===== src/rtl/inst_fifo.sv =====
// inst_fifo -- instruction buffer between the slave write path and the GPU
// main controller. First-word-fall-through: the head word and its type bit
// are presented before the pop, so the controller can branch in the same
// cycle it pulses read_en.
//
// Ports:
//   clk         system clock, rising edge
//   n_rst       asynchronous active-low reset
//   clear       synchronous flush (overrides write/read that cycle)
//   write_en    push write_data
//   write_data  instruction word from the slave
//   read_en     pop the head entry
//   read_data   head entry, 0 when empty
//   inst_type   MSB of head entry (0 = shape, 1 = alpha), 0 when empty
//   fifo_empty  count == 0
//   fifo_full   count == DEPTH
//   count       occupancy 0..DEPTH
//   overflow    sticky: a write was dropped
//   underflow   sticky: a read was ignored
module inst_fifo #(
    parameter int INST_WIDTH = 32,
    parameter int DEPTH      = 8,
    parameter int ADDR_BITS  = $clog2(DEPTH)
) (
    input  logic                  clk,
    input  logic                  n_rst,
    input  logic                  clear,
    input  logic                  write_en,
    input  logic [INST_WIDTH-1:0] write_data,
    input  logic                  read_en,
    output logic [INST_WIDTH-1:0] read_data,
    output logic                  inst_type,
    output logic                  fifo_empty,
    output logic                  fifo_full,
    output logic [ADDR_BITS:0]    count,
    output logic                  overflow,
    output logic                  underflow
);

    logic [INST_WIDTH-1:0] mem [DEPTH];
    logic [ADDR_BITS-1:0]  wr_ptr;
    logic [ADDR_BITS-1:0]  rd_ptr;

    logic do_write;
    logic do_read;
    logic set_overflow;
    logic set_underflow;

    assign fifo_empty = (count == '0);
    assign fifo_full  = (count == (ADDR_BITS+1)'(DEPTH));

    assign read_data = fifo_empty ? '0 : mem[rd_ptr];
    assign inst_type = read_data[INST_WIDTH-1];

    // A full FIFO still accepts a write when the head is popped in the same
    // cycle: the freed slot takes the new word, so no overflow is raised.
    // An empty FIFO with both strobes only pushes; the new word is not
    // bypassed to the output.
    always_comb begin
        do_write      = 1'b0;
        do_read       = 1'b0;
        set_overflow  = 1'b0;
        set_underflow = 1'b0;
        if (!clear) begin
            do_read       = read_en && !fifo_empty;
            do_write      = write_en && (!fifo_full || read_en);
            set_overflow  = write_en && !read_en && fifo_full;
            set_underflow = read_en && fifo_empty;
        end
    end

    // Storage needs no reset; its contents are irrelevant while count is 0.
    always_ff @(posedge clk) begin
        if (do_write) begin
            mem[wr_ptr] <= write_data;
        end
    end

    always_ff @(posedge clk or negedge n_rst) begin
        if (!n_rst) begin
            wr_ptr    <= '0;
            rd_ptr    <= '0;
            count     <= '0;
            overflow  <= 1'b0;
            underflow <= 1'b0;
        end else if (clear) begin
            wr_ptr    <= '0;
            rd_ptr    <= '0;
            count     <= '0;
            overflow  <= 1'b0;
            underflow <= 1'b0;
        end else begin
            if (do_write) begin
                wr_ptr <= wr_ptr + ADDR_BITS'(1);
            end
            if (do_read) begin
                rd_ptr <= rd_ptr + ADDR_BITS'(1);
            end
            case ({do_write, do_read})
                2'b10:   count <= count + (ADDR_BITS+1)'(1);
                2'b01:   count <= count - (ADDR_BITS+1)'(1);
                default: count <= count;
            endcase
            if (set_overflow) begin
                overflow <= 1'b1;
            end
            if (set_underflow) begin
                underflow <= 1'b1;
            end
        end
    end

endmodule

===== config.mk =====
export PLATFORM = sky130hd
export DESIGN_NAME = inst_fifo
export DESIGN_NICKNAME = d
export VERILOG_FILES = /design/src/rtl/inst_fifo.sv
export SDC_FILE = /design/constraint.sdc
export NUM_CORES = 1
export LEC_CHECK = 0
export ABC_AREA = 1
export CAP_MARGIN = 20
export CELL_PAD_IN_SITES_DETAIL_PLACEMENT = 1
export CELL_PAD_IN_SITES_GLOBAL_PLACEMENT = 1
export CORE_MARGIN = 2
export CORE_UTILIZATION = 48
export CTS_CLUSTER_DIAMETER = 80
export DETAILED_ROUTE_END_ITERATION = 8
export GPL_TIMING_DRIVEN = 1
export PLACE_DENSITY_LB_ADDON = 0.1
export SLEW_MARGIN = 20
export SYNTH_ARGS = -nofsm -noshare
export SYNTH_HDL_FRONTEND = slang
export SYNTH_SLANG_ARGS = --single-unit

===== constraint.sdc =====
create_clock -name clk -period 3.23 [get_ports clk]
set_input_delay 0.646 -clock clk [delete_from_list [all_inputs] [get_ports clk]]
set_output_delay 0.646 -clock clk [all_outputs]
set_load 0.01 [all_outputs]

==> flow_summary.ini, run 1 <==
[run_status]
outcome = finished clean

[power]
power_density_mw_per_mm2 = 797
ir_worst_vdd_mv = 0.546
p_leak_nw = 4.61

[setup_path]
critPathLaunchType = flop
cp.arrival_ns = 2.53
required_ns = 2.58
cp_max_fo = 27
end_kind = output port
worst-setup-path-type = flop to output port

[die]
coreArea_mm2 = 0.0218
dieArea_mm2 = 0.0234
row_count = 54
start_util_pct = 48.8
io_pins = 78
die_y_um = 153
die_x_um = 153

[cells_and_area]
post-route-util_pct = 60.0
fillCellCount = 2119
finalNonFillerCells = 1219
drive_gt1_share_pct = 11.6
final_area_mm2 = 0.0131
area_delta_synth_final_pct = 22.9
nets = 959
final_common_cell = edfxtp_1
most-common-layout-cells = 256 x edfxtp_1, 197 x nor2_1, 142 x o21ai_0

[clock_tree]
cts_max_level = 1
clk_path_buf_depth = 3
cts_hold_buf = 0
cts_buffers = 27
clkSinkCount = 268
clkTransAtPathRegs_ns = 0.07
cts_tree = yes
cts-root-buf = clkbuf_16
clock_latency_ns = 0.53

[synth]
syn_inst = 826
yosysSeqAreaShare_pct = 75.0
synth-async-reset-ratio_pct = 4.48
yosys_most_used_dff = edfxtp_1
ys_ff_latch = 268
synth_nets = 867
synth_edf_count = 256
synth_cell_type_count = 32
syn_area_per_cell_um2 = 12.9
synth_warnings = 0
synth_area_mm2 = 0.0107

[route]
drtAntennaViolNets = 0
drc = 0
vias_per_cell = 5.82
routed_wl_um = 28100
drt-wirelength-per-cell_um = 23.0
drt_pass1_iterations = 4
drt_iter0_drc = 489
vias = 7098

[sta]
finalHoldViolations = 0
worst_slew_pin_slew_ns = 0.587
rsz0062_at_grt = true
setup_ws_ns = 0.0519
max_freq_mhz = 315
slew_viol_final = 0
hold_slack_ns = 0.491
setup_violations = 0
period_share_pct = 98.4
min_period_ns = 3.18
skew_ns = 0.0113
relSlewSlack_pct = 60.7

[grt]
antenna_found_initial = 1
grtUsageTotal_pct = 23.7
grt_pass1_vias = 7688
grt_pass1_wl_um = 43000
grt_start_max_net_pins = 46
grt.overflow.total = 0

[hold_path]
hold_path.class = input port to asynchronous set/reset pin

[placed_design]
numPortBuffers = 77
dp_cells = 1163
post_dp_cell_area_mm2 = 0.0120
dpl.hpwl_um = 15700
gp_congestion = 0.755
place_ws_ns = 0.331

[flow_run]
drv_cap = 0
## cell type report
| class | instances | area [µm²] | share of cell area (%) |
|---|---|---|---|
| antenna | 1 | 2.50 | 0.0191 |
| clock buffer | 35 | 736 | 5.62 |
| timing repair buffer | 116 | 1370 | 10.4 |
| multi-input combinational | 486 | 2430 | 18.5 |
| tap | 280 | 350 | 2.67 |
| clock inverter | 14 | 145 | 1.11 |
| sequential | 268 | 7990 | 61.0 |
| inverter | 19 | 82.6 | 0.630 |
## registers in the layout (all words and copies together), names as in the netlist
signal	cells
wr_ptr	3
overflow	1
count	4
mem	256
underflow	1
rd_ptr	3
## what timing repair did
item,CTS,global route
setup buffers,1,1
gates resized for setup,18,21
cloned,2,2
setup endpoints to repair,22,25
## synth_stat cells, types with 2 or more instances
cell        n  share of area (%)
nand3_1     5               0.23
o21a_1      2               0.14
clkbuf_2    2              0.094
nor2_2      2               0.12
inv_1      15               0.53
o22ai_1    32                1.9
o21ai_0   142                6.7
nand2_1    18               0.63
o21ai_1    28                1.3
inv_2       3               0.11
nor2_1    205                7.2
nor2_4      2               0.21
buf_2      15               0.70
a21oi_1     4               0.19
edfxtp_1  256                 72
ha_1        4               0.47
dfrtp_1    12                2.8
a31oi_1    32                1.9
clkbuf_1   28               0.99
buf_4       7               0.49
## per-layer routing
metal,part of all wire (%),up-vias,track usage (%)
met5,0,-,0
met4,2.1,0,7.05
met3,4.6,42,3.32
met2,51,177,41.9
met1,42,3675,30.5
li1,-,3204,-
## power by group
| group | switching, W | internal [W] |
|---|---|---|
| Combinational | 0.00196 | 0.00139 |
| Clock | 0.00126 | 0.00184 |
| Sequential | 0.0000812 | 0.00391 |
## cells by family after synthesis
group                      Yosys count  synth area share [%]
AOI/OAI and AO/OA                  241                  12.2
xor gates and xnor gates             1                0.0822
adders and majority gates            4                 0.470
buffers and inverters               72                  3.10
DFF                                268                  75.0
and+or+nand+nor                    240                  9.17
## worst paths after layout
check | startpoint | to | slack [ns] | cells after the start
max | rd_ptr[0] | read_data[24] | 0.05 | 7
min | n_rst | rd_ptr[0] | 0.49 | 1
max reg2reg | count[0] | count[3] | 0.97 | 9
min reg2reg | underflow | underflow | 0.50 | 1
max in group asynchronous | n_rst | rd_ptr[0] | 2.31 | 1
min in group clk | underflow | underflow | 0.50 | 1
## through the flow
stage / setup TNS, ns / total power, W
after floorplan: 0 / 0.00576
after global placement: 0 / 0.00707
after detailed placement: 0 / 0.00721
after CTS: 0 / 0.0104
after global routing: -0.0372 / 0.0109
final: 0 / 0.0104
## critical path, cell delays in order (launching register included)
cell	delay [ns]
dfrtp_4	0.54
clkinv_4	0.16
buf_12	0.20
o21ai_0	0.11
o22ai_1	0.12
o21ai_0	0.09
a31oi_1	0.20
clkdlybuf4s50_1	0.57
No activity file was read; power rests on OpenSTA's default activity.
==> inputs of run 2 (changes only) <==
==> config.mk (replaced) <==
export PLATFORM = sky130hd
export DESIGN_NAME = inst_fifo
export DESIGN_NICKNAME = d
export VERILOG_FILES = /design/src/rtl/inst_fifo.sv
export SDC_FILE = /design/constraint.sdc
export NUM_CORES = 1
export LEC_CHECK = 0
export ABC_AREA = 0
export CAP_MARGIN = 20
export CELL_PAD_IN_SITES_DETAIL_PLACEMENT = 1
export CELL_PAD_IN_SITES_GLOBAL_PLACEMENT = 1
export CORE_MARGIN = 2
export CORE_UTILIZATION = 51
export CTS_CLUSTER_DIAMETER = 80
export DETAILED_ROUTE_END_ITERATION = 8
export GPL_TIMING_DRIVEN = 1
export PLACE_DENSITY_LB_ADDON = 0.1
export SLEW_MARGIN = 10
export SYNTH_ARGS = -nofsm -noshare
export SYNTH_HDL_FRONTEND = slang
export SYNTH_SLANG_ARGS = --single-unit
==> run 2 against run 1 <==
Effect of this change: critical path depth down 1; flip-flop and latch count unchanged; worst setup slack better by 0.0077 ns; synthesized cell count down 40%; power down 8.3%.
==> flow_summary.ini, run 2 <==
[sta]
relSlewSlack_pct = 57.1
skew_ns = 0.00724
setup_violations = 0
slew_viol_final = 0
period_share_pct = 98.2
fin_setup_tns_ns = 0
min_period_ns = 3.17
worst_slew_pin_slew_ns = 0.641
max_freq_mhz = 315
finalHoldViolations = 0

[synth]
synth_edf_count = 256
synth_top_area_share_pct = 73.3
synth-async-reset-ratio_pct = 4.48
ys_ff_latch = 268
yosys-top-cells-area = edfxtp_1 73%, mux4_2 14%, mux2i_1 3.2%
synth_cell_type_count = 36
syn_inst = 497
synth_warnings = 0
yosys_most_used_dff = edfxtp_1
ys_top_cells_by_count = 256 x edfxtp_1, 65 x mux4_2, 43 x nor2_1, 33 x mux2i_1
yosysSeqAreaShare_pct = 76.2
yosysTopAreaCell = edfxtp_1
syn_area_per_cell_um2 = 21.1
synth_nets = 538
synth_area_mm2 = 0.0105
synth_most_common_cell = edfxtp_1

[setup_path]
worst-setup-path-type = flop to output port
worst_path_largest_cell_delay_ns = 0.50
ff2ff_setup_slack_ns = 0.74
cp_max_fo = 8
end_kind = output port
rr_worst_depth = 8
cp.arrival_ns = 2.52
slowest_stage = mux4_2
required_ns = 2.58
critPathLaunchType = flop
worstPathCellList = buf_12 > buf_16 > mux4_2 > mux2i_1 > nor2_1 > clkdlybuf4s50_1

[clock_tree]
clkSinkCount = 268
cts_hold_buf = 0
cts_buffers = 27
clk_path_buf_depth = 3
cts_tree = yes
cts_max_level = 1
cts-root-buf = clkbuf_16
clkTransAtPathRegs_ns = 0.06
clock_latency_ns = 0.53

[power]
p_leak_nw = 4.18
power_w = 0.00957
ir_worst_vdd_mv = 0.448
power_density_mw_per_mm2 = 738

[grt]
grt.overflow.total = 0
antenna_found_initial = 0
grt_start_max_net_pins = 67
grt_pass1_vias = 5693
grt_pass1_wl_um = 34600
grtUsageTotal_pct = 21.4

[hold_path]
hold_path.class = input port to asynchronous set/reset pin

[cells_and_area]
regMostFlops = mem
num_antenna_cells = 0
nets = 661
drive_gt1_share_pct = 26.3
most-common-layout-cells = 256 x edfxtp_1, 65 x mux4_2, 64 x clkdlybuf4s50_1
fillCellCount = 1674
final_area_mm2 = 0.0130
largest_register_ffs = 256
final_common_cell = edfxtp_1
area_delta_synth_final_pct = 23.8
reg_top3 = mem (256), count (4)

[placed_design]
numPortBuffers = 77
gp_congestion = 0.701
dpl.hpwl_um = 12700
post_dp_cell_area_mm2 = 0.0118

[die]
row_count = 52
dieArea_mm2 = 0.0217
start_util_pct = 51.8
die_x_um = 147
io_pins = 78
coreArea_mm2 = 0.0202
die_y_um = 147

[route]
drt_iter0_drc = 358
drt-wirelength-per-cell_um = 25.3
vias_per_cell = 5.72
drc = 0
drt_pass1_iterations = 4
vias = 5196
drtAntennaViolNets = 0
routed_wl_um = 22900

[run_status]
outcome = finished clean

[flow_run]
drv_cap = 0
run 2: cell types whose count changed after synthesis, moves of 4 or more:
| cell | delta |
|---|---|
| mux4_2 | +65 |
| o21ai_0 | -140 |
| o22ai_1 | -32 |
| xnor2_1 | +4 |
| o21ai_1 | -28 |
| nand2_1 | -5 |
| nor2_1 | -162 |
| clkbuf_1 | -17 |
| mux2i_1 | +33 |
| a31oi_1 | -31 |
| inv_1 | -12 |
| buf_4 | -6 |
run 2: repair_timing:
action / 4_1_cts / 5_1_grt
gates resized for setup: 25 / 3
pin swaps: 0 / 1
setup endpoints to repair: 34 / 22
gates cloned: 2 / 4
setup buffers: 0 / 17
endpoints found under the hold margin: 0 / 0
run 2: stage by stage:
step / util [%] / setup WS, ns / std cells / hold WS, ns
floorplan: - / -0.352 / 497 / 0.350
global placement: 58.4 / 0.390 / 838 / 0.484
detailed placement: 58.4 / 0.281 / 838 / 0.504
CTS: 62.8 / -0.0186 / 887 / 0.508
global route: 64.1 / -0.00533 / 908 / 0.537
finish: 64.1 / 0.0596 / 908 / 0.507
run 2: final cells by class:
cell class	count	area, µm²	share of cell area (%)
sequential	268	8000	61.6
multi-input combinational	197	2460	19.0
inverter	4	18.8	0.145
tap	270	338	2.60
clock buffer	32	694	5.35
timing repair buffer	122	1370	10.6
clock inverter	15	98.8	0.762
run 2: where the power goes:
part	internal, W	switching [W]	total (W)	leakage (nW)
logic	0.00148	0.00125	0.00274	1.32
clock network	0.00160	0.00125	0.00286	0.390
registers	0.00391	0.0000727	0.00398	2.47
total	0.00700	0.00258	0.00957	4.18
run 2: metal layers:
layer / track usage (%) / wire length (µm)
met5: 0 / 0
met4: 5.58 / 340
met3: 2.93 / 950
met2: 36.8 / 11800
met1: 29.5 / 9830
run 2: worst max-delay path: cells and delay by family, from the launching register on:
| family | cells | cell delay, ns |
|---|---|---|
| buffers and inverters | 3 | 0.77 |
| muxes | 2 | 0.69 |
| and+or+nand+nor | 1 | 0.07 |
| DFF | 1 | 0.45 |
run 2: cells by family (layout without fill, tap and decap cells):
family,after synthesis,count (layout),share of synthesized area (%)
flip-flops,268,268,76.2
XOR/XNOR,7,7,0.585
AND/OR/NAND/NOR,72,72,3.14
multiplexers,98,98,17.1
adder cells (fa/ha/maj),5,5,0.573
buffers and inverters,32,173,1.42
AO/OA/AOI/OAI,15,15,0.991
run 2: final timing paths:
check                          start      endpoint
min                            n_rst      count[1]
max in group asynchronous      n_rst     rd_ptr[0]
min in group clk            overflow      overflow
min reg2reg                 overflow      overflow
max reg2reg                 count[2]      count[3]
max                        rd_ptr[0]  read_data[9]
